--- config.mk ---
export PLATFORM = sky130hd
export DESIGN_NAME = ps2_key_tracker
export DESIGN_NICKNAME = d
export VERILOG_FILES = /design/src/rtl/ps2_key_tracker.sv
export SDC_FILE = /design/constraint.sdc
export NUM_CORES = 1
export LEC_CHECK = 0
export CAP_MARGIN = 20
export CORE_MARGIN = 2
export CORE_UTILIZATION = 56
export DETAILED_ROUTE_END_ITERATION = 10
export PLACE_DENSITY = 0.84
export SLEW_MARGIN = 20
export SYNTH_ARGS = -nofsm -noshare
export SYNTH_HDL_FRONTEND = slang
export SYNTH_SLANG_ARGS = --single-unit
--- constraint.sdc ---
create_clock -name clk -period 5 [get_ports clk]
set_input_delay 1.5 -clock clk [delete_from_list [all_inputs] [get_ports clk]]
set_output_delay 1.5 -clock clk [all_outputs]
set_load 0.005 [all_outputs]
--- src/rtl/ps2_key_tracker.sv ---
`default_nettype none
// +----------------------------------------------------------------------------+
// | Module      : ps2_key_tracker                                              |
// | Description : Decodes PS/2 set-2 make/break codes (E0/F0 prefixes) and     |
// |               tracks held state, press/release pulses for a key table.     |
// | Revision    : 1.0 - initial release                                        |
// +----------------------------------------------------------------------------+
module ps2_key_tracker #(
  parameter int                    NUM_KEYS       = 4,
  parameter logic [NUM_KEYS*8-1:0] KEY_CODES      = {8'h72, 8'h6B, 8'h74, 8'h75},
  parameter logic [NUM_KEYS-1:0]   KEY_EXT        = 4'b1111,
  parameter int                    TIMEOUT_CYCLES = 50000
) (
  input  logic                clk,
  input  logic                reset,
  input  logic                byte_valid,
  input  logic [7:0]          byte_in,
  output logic [NUM_KEYS-1:0] key_held,
  output logic [NUM_KEYS-1:0] key_press,
  output logic [NUM_KEYS-1:0] key_release,
  output logic                code_valid,
  output logic [7:0]          last_code,
  output logic                last_ext,
  output logic                last_break,
  output logic                timeout_err
);

  localparam int                 c_CNT_W    = $clog2(TIMEOUT_CYCLES);
  // Expiry is flagged on the cycle the count would step onto TIMEOUT_CYCLES-1.
  localparam logic [c_CNT_W-1:0] c_CNT_LAST = c_CNT_W'(TIMEOUT_CYCLES - 2);
  localparam logic [7:0]         c_EXT_BYTE = 8'hE0;
  localparam logic [7:0]         c_BRK_BYTE = 8'hF0;

  typedef enum logic [1:0] {
    ST_IDLE    = 2'd0,
    ST_EXT     = 2'd1,
    ST_BRK     = 2'd2,
    ST_EXT_BRK = 2'd3
  } state_t;

  state_t               r_state;
  state_t               w_state_nxt;
  logic [c_CNT_W-1:0]   r_cnt;
  logic [c_CNT_W-1:0]   w_cnt_nxt;
  logic                 w_done;
  logic                 w_ext;
  logic                 w_brk;
  logic                 w_expire;
  logic                 w_non_key;
  logic [NUM_KEYS-1:0]  w_make_hit;
  logic [NUM_KEYS-1:0]  w_brk_hit;

  assign w_non_key = byte_in inside {8'h00, 8'hAA, 8'hEE, 8'hFA, 8'hFE, 8'hFF};

  always_comb begin
    w_state_nxt = r_state;
    w_cnt_nxt   = r_cnt;
    w_done      = 1'b0;
    w_ext       = 1'b0;
    w_brk       = 1'b0;
    w_expire    = 1'b0;
    if (byte_valid) begin
      w_cnt_nxt = '0;
      case (r_state)
        ST_IDLE: begin
          if (byte_in == c_EXT_BYTE)      w_state_nxt = ST_EXT;
          else if (byte_in == c_BRK_BYTE) w_state_nxt = ST_BRK;
          else if (!w_non_key)            w_done      = 1'b1;
        end
        ST_EXT: begin
          if (byte_in == c_BRK_BYTE) begin
            w_state_nxt = ST_EXT_BRK;
          end else if (byte_in != c_EXT_BYTE) begin
            w_state_nxt = ST_IDLE;
            w_done      = !w_non_key;
            w_ext       = 1'b1;
          end
        end
        ST_BRK: begin
          if (byte_in == c_EXT_BYTE) begin
            w_state_nxt = ST_EXT_BRK;
          end else if (byte_in != c_BRK_BYTE) begin
            w_state_nxt = ST_IDLE;
            w_done      = !w_non_key;
            w_brk       = 1'b1;
          end
        end
        default: begin
          if (byte_in != c_EXT_BYTE && byte_in != c_BRK_BYTE) begin
            w_state_nxt = ST_IDLE;
            w_done      = !w_non_key;
            w_ext       = 1'b1;
            w_brk       = 1'b1;
          end
        end
      endcase
    end else if (r_state == ST_IDLE) begin
      w_cnt_nxt = '0;
    end else begin
      w_cnt_nxt = r_cnt + 1'b1;
      if (r_cnt == c_CNT_LAST) begin
        w_expire    = 1'b1;
        w_state_nxt = ST_IDLE;
      end
    end
  end

  // Every table entry is compared, so duplicate codes all follow the same key.
  for (genvar i = 0; i < NUM_KEYS; i++) begin : g_key
    logic w_match;
    assign w_match       = w_done && (byte_in == KEY_CODES[i*8 +: 8]) && (w_ext == KEY_EXT[i]);
    assign w_make_hit[i] = w_match && !w_brk;
    assign w_brk_hit[i]  = w_match && w_brk;
  end

  always_ff @(posedge clk or posedge reset) begin
    if (reset) begin
      r_state <= ST_IDLE;
      r_cnt   <= '0;
    end else begin
      r_state <= w_state_nxt;
      r_cnt   <= w_cnt_nxt;
    end
  end

  always_ff @(posedge clk or posedge reset) begin
    if (reset) begin
      key_held    <= '0;
      key_press   <= '0;
      key_release <= '0;
      code_valid  <= 1'b0;
      last_code   <= 8'h00;
      last_ext    <= 1'b0;
      last_break  <= 1'b0;
      timeout_err <= 1'b0;
    end else begin
      key_held    <= (key_held | w_make_hit) & ~w_brk_hit;
      key_press   <= w_make_hit & ~key_held;
      key_release <= w_brk_hit & key_held;
      code_valid  <= w_done;
      timeout_err <= w_expire;
      if (w_done) begin
        last_code  <= byte_in;
        last_ext   <= w_ext;
        last_break <= w_brk;
      end
    end
  end

endmodule
`default_nettype wire

After elaboration in Yosys (flattened, before gate mapping)

Cells that the tools add are included.

Flip-flop bits (word level): 42
Input bits: 11
Output and inout port bits: 24
Word-level logic and storage cells: 99

$add $sub $neg: 1
Equality and inequality tests: 21
Multiplexer cells: 35
Bitwise gates (word level): 6
Reductions and logical operators: 26

Operator list:

| kind                    | count |
|---|---|
| $eq A8 B8 Y1 const B    | 7 |
| $eq A8 B7 Y1 const B    | 4 |
| $mux W16                | 2 |
| $mux W2                 | 10 |
| $mux W1                 | 19 |
| $logic_and A1 B1 Y1     | 17 |
| $add A16 B1 Y16 const B | 1 |
| $eq A16 B16 Y1 const B  | 1 |
| $ne A8 B8 Y1 const B    | 2 |
| $and A4 B4 Y4           | 3 |
| $logic_not A8 Y1        | 1 |
| $ne A4 B4 Y1 const B    | 2 |
| $not A4 Y4              | 2 |
| $pmux W2 S3             | 1 |
| $reduce_and A6 Y1       | 1 |
| $reduce_bool A6 Y1      | 1 |
| $ne A5 B1 Y1 const B    | 1 |
| $or A4 B4 Y4            | 1 |
| $pmux W1 S2             | 2 |
| $reduce_or A2 Y1        | 2 |
| $ne A3 B3 Y1 const B    | 1 |
| $pmux W1 S3             | 1 |
| $eq A2 B1 Y1 const B    | 1 |
| $eq A2 B2 Y1 const B    | 1 |
| other kinds (4)         | 5 |

Logic depth before layout (Yosys ltp)

Gate-level depths: netlist of the first run.

Word-level depth: 12
Gate-level depth with buffers: 6
Mapped depth without buffers: 6

Worst setup path after synthesis of the first run

No wires, ideal clock.

Path kind: in2reg
Start point: in byte_in[4]
End point: reg last_break
Library setup time: 0.125 ns
Arrival: 2.736 ns
Required time: 4.875 ns
Setup slack: 2.138 ns
Stages on the path: 6
Buffers on the path: 2
Cell sequence: buf_2 or4_1 o21ai_1 nor3_1 buf_6 mux2_4

Cells in the longest elaborated chain, start to end: 7
Elaborated cells between the ends (all ways): 28
Classes of those cells: 9 x eq/ne; 15 x mux; 4 x reduce/logical

RTL lines:

| what                                                    | RTL line   | text |
|---|---|---|
| start, declared                                         | 17         | `input logic [7:0] byte_in,` |
| $eq A8 B8 Y1 / $logic_not A8 Y1 (equally long branches) | 53         | `assign w_non_key = byte_in inside {8'h00, 8'hAA, 8'hEE, 8'hFA, 8'hFE, 8'hFF};` |
| $reduce_bool A6 Y1                                      | 53         |  |
| $mux W1 / $logic_not A1 Y1 (equally long branches)      | -          |  |
| $mux W1 (on tied branches)                              | 67, 73, 82 |  |
| $mux W1 (on tied branches)                              | 66, 71, 80 |  |
| $pmux W1 S3 *                                           | 64         | `case (r_state)` |
| $mux W1 *                                               | 62         | `if (byte_valid) begin` |
| net w_done                                              | 45         | `logic w_done;` |
| end signal, assigned                                    | 145        | `last_break <= w_brk;` |
| end, declared                                           | 24         | `output logic last_break,` |

Mark *: on every way through the listed nets, which the timed path passes. The rest lies on a longest branch.
A chain may end at the register's enable or synchronous reset.

Worst setup path in the final report of the first run

Start point: in byte_in[0]
End point: reg last_code[5]

Cells in the longest elaborated chain, start to end: 7
Elaborated cells between the ends (all ways): 23
Classes of those cells: 9 x eq/ne; 10 x mux; 4 x reduce/logical

RTL lines:

| what                                                    | RTL line   | text |
|---|---|---|
| $eq A8 B8 Y1 / $logic_not A8 Y1 (equally long branches) | 53         |  |
| $reduce_bool A6 Y1                                      | 53         |  |
| $mux W1 / $logic_not A1 Y1 (equally long branches)      | -          |  |
| $mux W1 (on tied branches)                              | 67, 73, 82 |  |
| $mux W1 (on tied branches)                              | 66, 71, 80 |  |
| $pmux W1 S3 *                                           | 64         |  |
| $mux W1 *                                               | 62         |  |
| end signal, assigned                                    | 143        | `last_code <= byte_in;` |
| end, declared                                           | 22         | `output logic [7:0] last_code,` |

Every way passes the cells marked *; elsewhere a longest branch is shown, timed or not.

==> summary.md, run 1 <==
| Metric | Value |
|---|---|
| Status | `completed` |
| Final HPWL DP | `2.971 mm` |
| Worst slack, placed | `1.140 ns` |
| Clk pin slew, worst setup/hold paths | `0.13 ns` |
| Setup TNS | `0 ns` |
| WS Path Type | `in2reg` |
| Yosys Warn Count | `0` |
| Post-Route WL | `4.008 mm` |
| Fillers | `270` |
| Peak supply drop | `0.2120 mV` |
| TritonCTS clock tree | `yes` |
| Maximum number of pins on one net before global-route repair | `30` |
| Hold_ws | `0.4994 ns` |
| Worst Setup End Kind | `flip-flop` |
| CTS Buf Count | `5` |
| Initial antenna violation count | `0` |
| Worst path arrival time | `3.76 ns` |
| Clk sinks | `42` |
| Vias in the first global route | `1539` |
| Total global-route track usage | `22.75%` |
| Post-placement cell count | `255` |
| Hold Crit Depth | `1` |
| Pwr Density | `239.4 nW/um^2` |
| I/O pin total | `35` |
| Clock Skews | `0.02326 ns` |
| Die area | `4041 sq um` |
| Worst hold path type | `reg2reg` |
| Register-to-Register Path Depth | `6` |
| GPL Wtd Cong | `0.7993` |
| Vias after detailed routing | `1520` |
| Most common cell after layout, fill and taps aside | `dfrtp_1` |
| GR Overflow Total | `0` |
| Post-CTS sizing | `0` |
| R2R Path Start | `r_cnt[0]$_DFF_PP0_` |
| #FFs+latches synth | `42` |
| Max_cap viols | `0` |
| Peak Freq | `285.9 MHz` |
| Minimum clock period | `3.498 ns` |
| P_leak | `1.019 nW` |
| Total chip power | `0.5836 mW` |
| Initial DRC Count | `124` |
| WL per Instance | `15.24 um` |
| Rel. slew slack | `26.83%` |
| Hold buffers post-CTS | `0` |
| Area Overhead vs Synth | `22.67%` |
| Core footprint | `3363 sq um` |
| Post-synth EDFFs | `0` |
| Die height | `63.57 um` |
| Worst endpoint required time | `5.26 ns` |
| Drt pass-1 iters | `4` |
| Post-synthesis sequential area ratio | `52.90%` |
| Number of antenna diodes | `0` |
| Layout cells sized above 1 | `13.36%` |
| Mapped cell area | `1987 sq um` |
| Row count | `21` |
| Tcrit/Tclk final | `69.96%` |
| Startpoint types | `primary input` |
| Remaining antenna violation count | `0` |
| Slowest stage delay, CP | `0.90 ns` |
| Crit-path slowest cell | `nor3_2` |
| H-tree depth | `2` |
| Actual slew at the worst max-slew pin | `1.092 ns` |
| Final setup fails | `0` |
| Final hold vios | `0` |
| Vias per cell | `5.779` |
| Worst-Skew Late Latency | `0.36 ns` |
| RSZ-0062 raised after global routing | `false` |
| Cells after Synth | `178` |
| Die Wd | `63.57 um` |
| Syn nets | `191` |
| CP cell instances | `clkdlybuf4s50_1 > or4_4 > a31oi_1 > nor3_2 > mux2_2` |
| DRC | `0` |
| Synth Flop Type | `dfrtp_1` |
| Critical Path Start | `byte_in[0]` |
| Final nets | `229` |
| First-pass GRT wire length | `7.127 mm` |
| I/O Buffers | `34` |
| Avg Inst Size Synth | `11.16 sq um` |
| Max-slew violations | `0` |
| Clk root buf | `clkbuf_4` |
| Post-synth cell types | `39` |
| Crit-path max FO | `11` |
| Starting Density | `59.08%` |
| Clock buffer depth | `2` |
| Leading cell types in the layout, fill and taps excluded | `dfrtp_1 (42), clkdlybuf4s50_1 (34), nor2_1 (16)` |
| Setup ws final | `1.502 ns` |
| Post-Layout Cell Count | `263` |
| Post-CTS Setup Inserts | `0` |
| Synth async-reset ratio | `100.0%` |
==> metal layers <==
metal | routed length, um | share of wire (%) | GRT usage (%)
met1 | 1681 | 42 | 28.03
met2 | 1996 | 50 | 37.37
met3 | 247 | 6.2 | 6.429
met4 | 82 | 2.0 | 9.783
met5 | 0 | 0 | 0
==> worst max-delay path, delay by kind of cell <==
family / cells / cell delay, ns
AND/OR/NAND/NOR: 2 / 1.11
multiplexers: 1 / 0.42
buffers and inverters: 1 / 0.62
AO/OA/AOI/OAI: 1 / 0.11
==> layout make-up <==
| cell class | count | area, sq um | area share (%) |
|---|---|---|---|
| flip-flops and latches | 42 | 1051 | 43.12 |
| multi-input cells | 121 | 879.6 | 36.09 |
| repair buffers | 35 | 347.8 | 14.27 |
| well taps | 46 | 57.56 | 2.361 |
| clock buffers | 7 | 55.05 | 2.259 |
| inverters | 11 | 41.29 | 1.694 |
| clock inverters | 1 | 5.005 | 0.2053 |
==> power breakdown <==
part | internal (mW) | switching (mW) | total (mW)
logic | 0.0345 | 0.0251 | 0.0596
clock network | 0.0682 | 0.104 | 0.172
registers | 0.347 | 0.00451 | 0.352
==> flip-flops by register name, summed over array words and instances, names as in the netlist, named ones only <==
| register | flops |
|---|---|
| last_code | 8 |
| r_state | 2 |
| key_press | 4 |
| last_break | 1 |
| timeout_err | 1 |
| key_release | 4 |
| code_valid | 1 |
| r_cnt | 16 |
| last_ext | 1 |
==> path summary, 6_finish.rpt <==
path | endpoint | slack, ns
setup / recovery | last_code[5]$_DFFE_PP0N_ | 1.50
hold / removal | key_press[2]$_DFF_PP0_ | 0.50
setup reg to reg | r_state[0]$_DFFE_PP0P_ | 3.06
hold reg to reg | key_press[2]$_DFF_PP0_ | 0.50
max in group asynchronous | r_cnt[11]$_DFF_PP0_ | 2.86
min in group asynchronous | r_state[1]$_DFFE_PP0P_ | 1.52
==> synth_stat cells, types with 2 or more instances <==
library cell	count	share of area, %
or4_1	2	0.76
or3_1	2	0.63
a31o_2	2	0.88
o21ai_0	2	0.50
a311o_1	2	1.0
mux2_4	9	6.8
nor4_2	2	1.3
clkbuf_1	2	0.38
and3_1	5	1.6
ha_1	2	1.3
xnor2_1	8	3.5
nor3b_1	2	0.76
nor2_1	16	3.0
a21oi_1	8	2.0
nand4b_1	2	0.88
inv_1	11	2.1
dfrtp_1	42	53
and4b_1	2	1.0
nand3_1	10	2.5
nand4_1	5	1.6
nand2_1	7	1.3
mux2_2	4	2.3
nor4_1	5	1.6
nand2b_1	4	1.3
xor2_1	3	1.3
nor3_1	6	1.5
==> logic make-up after synthesis <==
logic type | Yosys count | share of synthesized area (%)
DFF | 42 | 52.90
xor gates and xnor gates | 11 | 4.849
AOI/OAI and AO/OA | 17 | 5.353
adders and majority gates | 2 | 1.259
muxes | 13 | 9.068
and+or+nand+nor | 78 | 23.30
buffers and inverters | 15 | 3.274
==> through the flow <==
step                utilization (%)  instance area [sq um]
finish                        72.47                   2437
global route                  72.47                   2437
CTS                           72.36                   2434
detailed placement            70.57                   2374
global placement              70.57                   2374
floorplan                         -                   1987
Note: power is estimated with default switching activity, not from simulation.
==> run 2: changes to the inputs <==
--- a/config.mk
+++ b/config.mk
@@ -7,9 +7,9 @@
 export LEC_CHECK = 0
 export CAP_MARGIN = 20
 export CORE_MARGIN = 2
-export CORE_UTILIZATION = 56
+export CORE_UTILIZATION = 52
 export DETAILED_ROUTE_END_ITERATION = 10
-export PLACE_DENSITY = 0.84
+export PLACE_DENSITY = 0.79
 export SLEW_MARGIN = 20
 export SYNTH_ARGS = -nofsm -noshare
 export SYNTH_HDL_FRONTEND = slang
==> constraint.sdc (replaced) <==
create_clock -name clk -period 3.6 [get_ports clk]
set_input_delay 1.08 -clock clk [delete_from_list [all_inputs] [get_ports clk]]
set_output_delay 1.08 -clock clk [all_outputs]
set_load 0.005 [all_outputs]
==> summary.md, run 2 (synthesized netlist as in run 1, its figures left out) <==
| Metric | Value |
|---|---|
| Vias after detailed routing | `1513 (-0.46%)` |
| Worst Setup End Kind | `flip-flop` |
| Most common cell after layout, fill and taps aside | `dfrtp_1` |
| Clk root buf | `clkbuf_8` |
| Final hold vios | `0 (unchanged)` |
| Worst hold path type | `reg2reg` |
| Remaining antenna violation count | `0 (unchanged)` |
| Die area | `4332 sq um (+7.2%)` |
| Setup ws final | `0.6783 ns (-0.8236 ns)` |
| Starting Density | `54.27% (-4.8 points)` |
| Worst slack, placed | `0.1562 ns (-0.9834 ns)` |
| Tcrit/Tclk final | `81.16%` |
| Worst endpoint required time | `3.79 ns (-1.47 ns)` |
| Clk pin slew, worst setup/hold paths | `0.08 ns (-0.05 ns)` |
| Crit-path max FO | `11 (unchanged)` |
| Number of antenna diodes | `0 (unchanged)` |
| Post-Route WL | `4.094 mm (+2.1%)` |
| Hold Crit Depth | `1 (unchanged)` |
| Worst path arrival time | `3.11 ns (-0.65 ns)` |
| CTS Buf Count | `5 (unchanged)` |
| Actual slew at the worst max-slew pin | `0.6912 ns (-0.4004 ns)` |
| Core footprint | `3661 sq um (+8.9%)` |
| Critical path depth | `5 (unchanged)` |
| R2R setup slack | `1.64 ns (-1.42 ns)` |
| Setup TNS | `0 ns (unchanged)` |
| Post-layout util | `68.08% (-4.4 points)` |
| Vias in the first global route | `1557 (+1.2%)` |
| Area Overhead vs Synth | `25.44%` |
| Row count | `22 (+4.8%)` |
| Die height | `65.82 um (+3.5%)` |
| FF/Latch Area | `1051 sq um (unchanged)` |
| Placed Area | `2391 sq um (+0.74%)` |
| Minimum clock period | `2.922 ns` |
| Status | `completed` |
| Clk sinks | `42 (unchanged)` |
| Leading cell types in the layout, fill and taps excluded | `dfrtp_1 (42), clkdlybuf4s50_1 (34), nor2_1 (16)` |
| Final setup fails | `0 (unchanged)` |
| Post-CTS Setup Inserts | `0 (unchanged)` |
| Vias per cell | `5.667 (-2.0%)` |
| WS Path Type | `in2reg` |
| P_leak | `1.044 nW (+2.5%)` |
| Initial DRC Count | `65 (-48%)` |
| Peak Freq | `342.3 MHz` |
| Crit-path slowest cell | `clkdlybuf4s50_1` |
| Peak supply drop | `0.2878 mV (+36%)` |
| Drt pass-1 iters | `4 (unchanged)` |
| WP buf/inv | `1 (unchanged)` |
| Fillers | `265 (-1.9%)` |
| Register-to-Register Path Depth | `6 (unchanged)` |
| Pwr Density | `355.3 nW/um^2 (+48%)` |
| R2R Path Start | `r_cnt[0]$_DFF_PP0_` |
| Worst Hold End | `key_press[0]$_DFF_PP0_` |
| DRC | `0 (unchanged)` |
| GR Overflow Total | `0 (unchanged)` |
| Worst-Skew Late Latency | `0.30 ns (-0.06 ns)` |
| First-pass GRT wire length | `6.872 mm (-3.6%)` |
| Total global-route track usage | `20.90% (-1.9 points)` |
| Largest Register | `r_cnt` |
| Clock buffer depth | `2 (unchanged)` |
| Largest register FFs | `16 (unchanged)` |
| Final HPWL DP | `2.956 mm (-0.51%)` |
| WL per Instance | `15.33 um (+0.62%)` |
| Post-Layout Inst Area | `2492 sq um (+2.3%)` |
| Total chip power | `0.8856 mW (+52%)` |
| Critical Path Start | `byte_in[0]` |
| Slowest stage delay, CP | `0.65 ns (-0.25 ns)` |
| Hold buffers post-CTS | `0 (unchanged)` |
| Initial antenna violation count | `0 (unchanged)` |
| Worst flop-to-flop path endpoint | `r_state[0]$_DFFE_PP0P_` |
| Clock Skews | `0.008596 ns (-0.01466 ns)` |
| Startpoint types | `primary input` |
| RSZ-0062 raised after global routing | `false` |
| Multi-input gate area | `882.1 sq um (+0.28%)` |
| Post-CTS sizing | `0 (unchanged)` |
| TritonCTS clock tree | `yes` |
| Max-slew violations | `0 (unchanged)` |
| I/O Buffers | `34 (unchanged)` |
| GPL Wtd Cong | `0.8096 (+1.3%)` |
| CP cell instances | `clkdlybuf4s50_1 > or4_4 > a31oi_1 > nor3_4 > mux2_2` |
| Rel. slew slack | `53.77% (+27 points)` |
| H-tree depth | `2 (unchanged)` |
| Top Registers | `r_cnt: 16 flops, last_code: 8 flops` |
| Final nets | `231 (+0.87%)` |
| Family with the most delay on the worst path | `simple AND/OR/NAND/NOR gates` |
| Layout cells sized above 1 | `13.70% (+0.33 points)` |
| Die Wd | `65.82 um (+3.5%)` |
| I/O pin total | `35 (unchanged)` |
| Max_cap viols | `0 (unchanged)` |
| Maximum number of pins on one net before global-route repair | `43 (+43%)` |
-- run 2: per-stage QoR --
step / hold WS (ns) / instances
6_report: 0.4947 / 267
3_5_place_dp: 0.4792 / 259
3_3_place_gp: 0.4686 / 259
5_1_grt: 0.4988 / 267
4_1_cts: 0.4902 / 267
2_1_floorplan: 0.4620 / 178
-- run 2: final cells by class --
type,count,area share [%]
Timing Repair Buffer,37,14.56
Tap cell,48,2.410
Clock buffer,6,3.313
Multi-Input combinational cell,121,35.39
Inverter,11,1.657
Clock inverter,2,0.5020
Sequential cell,42,42.17
-- run 2: worst reg2reg max path, delay by kind of cell, from the launching register on --
kind            cells  cell delay [ns]
simple gates        3             0.82
buf+inv             1             0.08
fa+ha+maj           1             0.16
flops               1             0.42
compound gates      1             0.38
-- run 2: power breakdown --
part,internal (mW),switching [mW],total [mW]
clock,0.154,0.160,0.314
combinational,0.0487,0.0345,0.0831
sequential,0.482,0.00647,0.489
-- run 2: worst max path at each step --
stage                                to  slack [ns]
2_1_floorplan    last_break$_DFFE_PP0N_        1.16
3_3_place_gp   last_code[5]$_DFFE_PP0N_        0.27
3_5_place_dp   last_code[5]$_DFFE_PP0N_        0.16
4_1_cts        last_code[5]$_DFFE_PP0N_        0.45
5_1_grt        last_code[5]$_DFFE_PP0N_        0.59
6_report       last_code[5]$_DFFE_PP0N_        0.68
-- run 2: metal layers --
metal,global-route usage (%),routed length [um]
met1,27.18,1804
met2,32.45,2056
met3,6.133,199
met4,9.115,34
met5,0,0
==> run 3: changes to the inputs <==
==> constraint.sdc (replaced) <==
create_clock -name clk -period 3 [get_ports clk]
set_input_delay 0.9 -clock clk [delete_from_list [all_inputs] [get_ports clk]]
set_output_delay 0.9 -clock clk [all_outputs]
set_load 0.005 [all_outputs]
==> summary.md, run 3 (synthesized netlist as in run 1, its figures left out) <==
| Metric | Value |
|---|---|
| Worst-Skew Late Latency | `0.30 ns (about the same)` |
| Hold_ws | `0.5041 ns (+0.009365 ns)` |
| Hold buffers post-CTS | `0 (unchanged)` |
| Post-Layout Inst Area | `2524 sq um (+1.3%)` |
| Row count | `22 (unchanged)` |
| Largest Register | `r_cnt` |
| Tcrit/Tclk final | `94.10%` |
| Critical Path Start | `byte_in[1]` |
| Vias after detailed routing | `1510 (-0.20%)` |
| Clock buffer depth | `2 (unchanged)` |
| Startpoint types | `primary input` |
| Vias per cell | `5.551 (-2.0%)` |
| Leading cell types in the layout, fill and taps excluded | `dfrtp_1 (42), clkdlybuf4s50_1 (34), nor2_1 (16)` |
| Die height | `65.82 um (unchanged)` |
| Crit-path max FO | `11 (unchanged)` |
| Post-CTS Setup Inserts | `0 (unchanged)` |
| Layout cells sized above 1 | `15.63% (+1.9 points)` |
| Max-slew violations | `0 (unchanged)` |
| Post-CTS sizing | `0 (unchanged)` |
| Top Registers | `r_cnt: 16 flops, last_code: 8 flops` |
| Post-Route WL | `4.049 mm (-1.1%)` |
| P_leak | `1.068 nW (+2.3%)` |
| Worst path arrival time | `3.01 ns (-0.10 ns)` |
| Rel. slew slack | `30.31% (-23 points)` |
| I/O Buffers | `34 (unchanged)` |
| Final setup fails | `0 (unchanged)` |
| WS Path Type | `in2reg` |
| WL per Instance | `14.89 um (-2.9%)` |
| Drt pass-1 iters | `4 (unchanged)` |
| First-pass GRT wire length | `6.989 mm (+1.7%)` |
| Post-layout util | `68.93% (+0.85 points)` |
| Worst slack, placed | `-0.1594 ns (-0.3156 ns)` |
| Actual slew at the worst max-slew pin | `1.040 ns (+0.3485 ns)` |
| Switching pwr | `0.2455 mW (+22%)` |
| Clk network pwr share | `35.7% (+0.3 points)` |
| Final HPWL DP | `2.886 mm (-2.4%)` |
| Internal Power | `0.8256 mW (+20%)` |
| Total global-route track usage | `21.46% (+0.56 points)` |
| Power share of the combinational group | `9.6% (+0.2 points)` |
| Vias in the first global route | `1519 (-2.4%)` |
| Number of antenna diodes | `0 (unchanged)` |
| Register-to-Register Path Depth | `6 (unchanged)` |
| RSZ-0062 raised after global routing | `false` |
| Worst flop-to-flop path endpoint | `r_state[1]$_DFFE_PP0P_` |
| R2R Path Start | `r_cnt[0]$_DFF_PP0_` |
| Flop pwr share | `54.7% (-0.5 points)` |
| Clk root buf | `clkbuf_8` |
| Clk pin slew, worst setup/hold paths | `0.08 ns (about the same)` |
| Maximum number of pins on one net before global-route repair | `43 (unchanged)` |
| Core footprint | `3661 sq um (unchanged)` |
| Die Wd | `65.82 um (unchanged)` |
| CTS Buf Count | `5 (unchanged)` |
| Peak supply drop | `0.2480 mV (-14%)` |
| Status | `completed` |
| Setup ws final | `0.1771 ns (-0.5011 ns)` |
| Worst endpoint required time | `3.19 ns (-0.60 ns)` |
| Starting Density | `54.27% (unchanged)` |
| Max_cap viols | `0 (unchanged)` |
| Largest register FFs | `16 (unchanged)` |
| Area Overhead vs Synth | `27.02%` |
| Total chip power | `1.071 mW (+21%)` |
| Clk sinks | `42 (unchanged)` |
| Final nets | `236 (+2.2%)` |
| Initial DRC Count | `74 (+14%)` |
| Placed Area | `2429 sq um (+1.6%)` |
| Clock Skews | `0.004344 ns (-0.004252 ns)` |
| Remaining antenna violation count | `0 (unchanged)` |
| Fillers | `281 (+6.0%)` |
| GR Overflow Total | `0 (unchanged)` |
| Final hold vios | `0 (unchanged)` |
| Peak Freq | `354.2 MHz` |
| Worst hold path type | `reg2reg` |
| Most common cell after layout, fill and taps aside | `dfrtp_1` |
| Initial antenna violation count | `0 (unchanged)` |
| Worst Hold End | `key_press[2]$_DFF_PP0_` |
| Worst Setup End Kind | `flip-flop` |
| Minimum clock period | `2.823 ns` |
| I/O pin total | `35 (unchanged)` |
| Die area | `4332 sq um (unchanged)` |
| Hold Crit Depth | `1 (unchanged)` |
| DRC | `0 (unchanged)` |
| R2R setup slack | `1.00 ns (-0.64 ns)` |
| Pwr Density | `424.4 nW/um^2 (+19%)` |
| GPL Wtd Cong | `0.7964 (-1.6%)` |
| Switch share | `22.92% (+0.28 points)` |
| TritonCTS clock tree | `yes` |
| H-tree depth | `2 (unchanged)` |
run 3: changes by cell type in the layout (fill, tap and decap cells not counted), sizes merged:
cell / delta
buf: +5
run 3: power by group through the flow:
stage                     Clock, mW  Combinational [mW]  Sequential [mW]
after global placement            0               0.103            0.597
after CTS                     0.385               0.105            0.586
after detailed placement          0               0.104            0.597
after global routing          0.412               0.113            0.588
final                         0.382               0.103            0.586
after floorplan                   0              0.0434            0.598
run 3: critical path, cell delays in order:
cell and delay [ns]:
clkdlybuf4s50_1 0.57, or4_4 0.18, a31oi_1 0.09, nor3_2 0.85
mux2_2 0.42
run 3: final cells by class:
class                      instances  area (sq um)  share of cell area [%]
inverter                          11         41.29                   1.636
clock buffer                       6         82.58                   3.272
clock inverter                     2         12.51                  0.4958
sequential                        42          1051                   41.65
timing repair buffer              42         400.4                   15.87
multi-input combinational        121         875.8                   34.71
tap                               48         60.06                   2.380
run 3: worst max-delay path by stage:
stage / to / slack (ns) / cells past startpoint
floorplan: last_break$_DFFE_PP0N_ / 0.74 / 6
global placement: last_code[5]$_DFFE_PP0N_ / -0.06 / 5
detailed placement: last_code[5]$_DFFE_PP0N_ / -0.16 / 5
CTS: last_code[5]$_DFFE_PP0N_ / 0.17 / 5
global route: last_code[5]$_DFFE_PP0N_ / 0.05 / 5
finish: last_code[5]$_DFFE_PP0N_ / 0.18 / 5
run 3: layer usage:
layer	vias to the layer above	part of all wire [%]	track usage (%)
met1	751	46	28.56
li1	728	-	-
met3	5	3.6	5.963
met2	26	49	33.84
met5	-	0	0
met4	0	1.4	7.292
run 3: through the flow:
step / instances / setup TNS (ns)
after floorplan: 178 / 0
after detailed placement: 264 / -0.9727
after CTS: 272 / 0
after global routing: 272 / 0
after global placement: 264 / -0.1442
final: 272 / 0
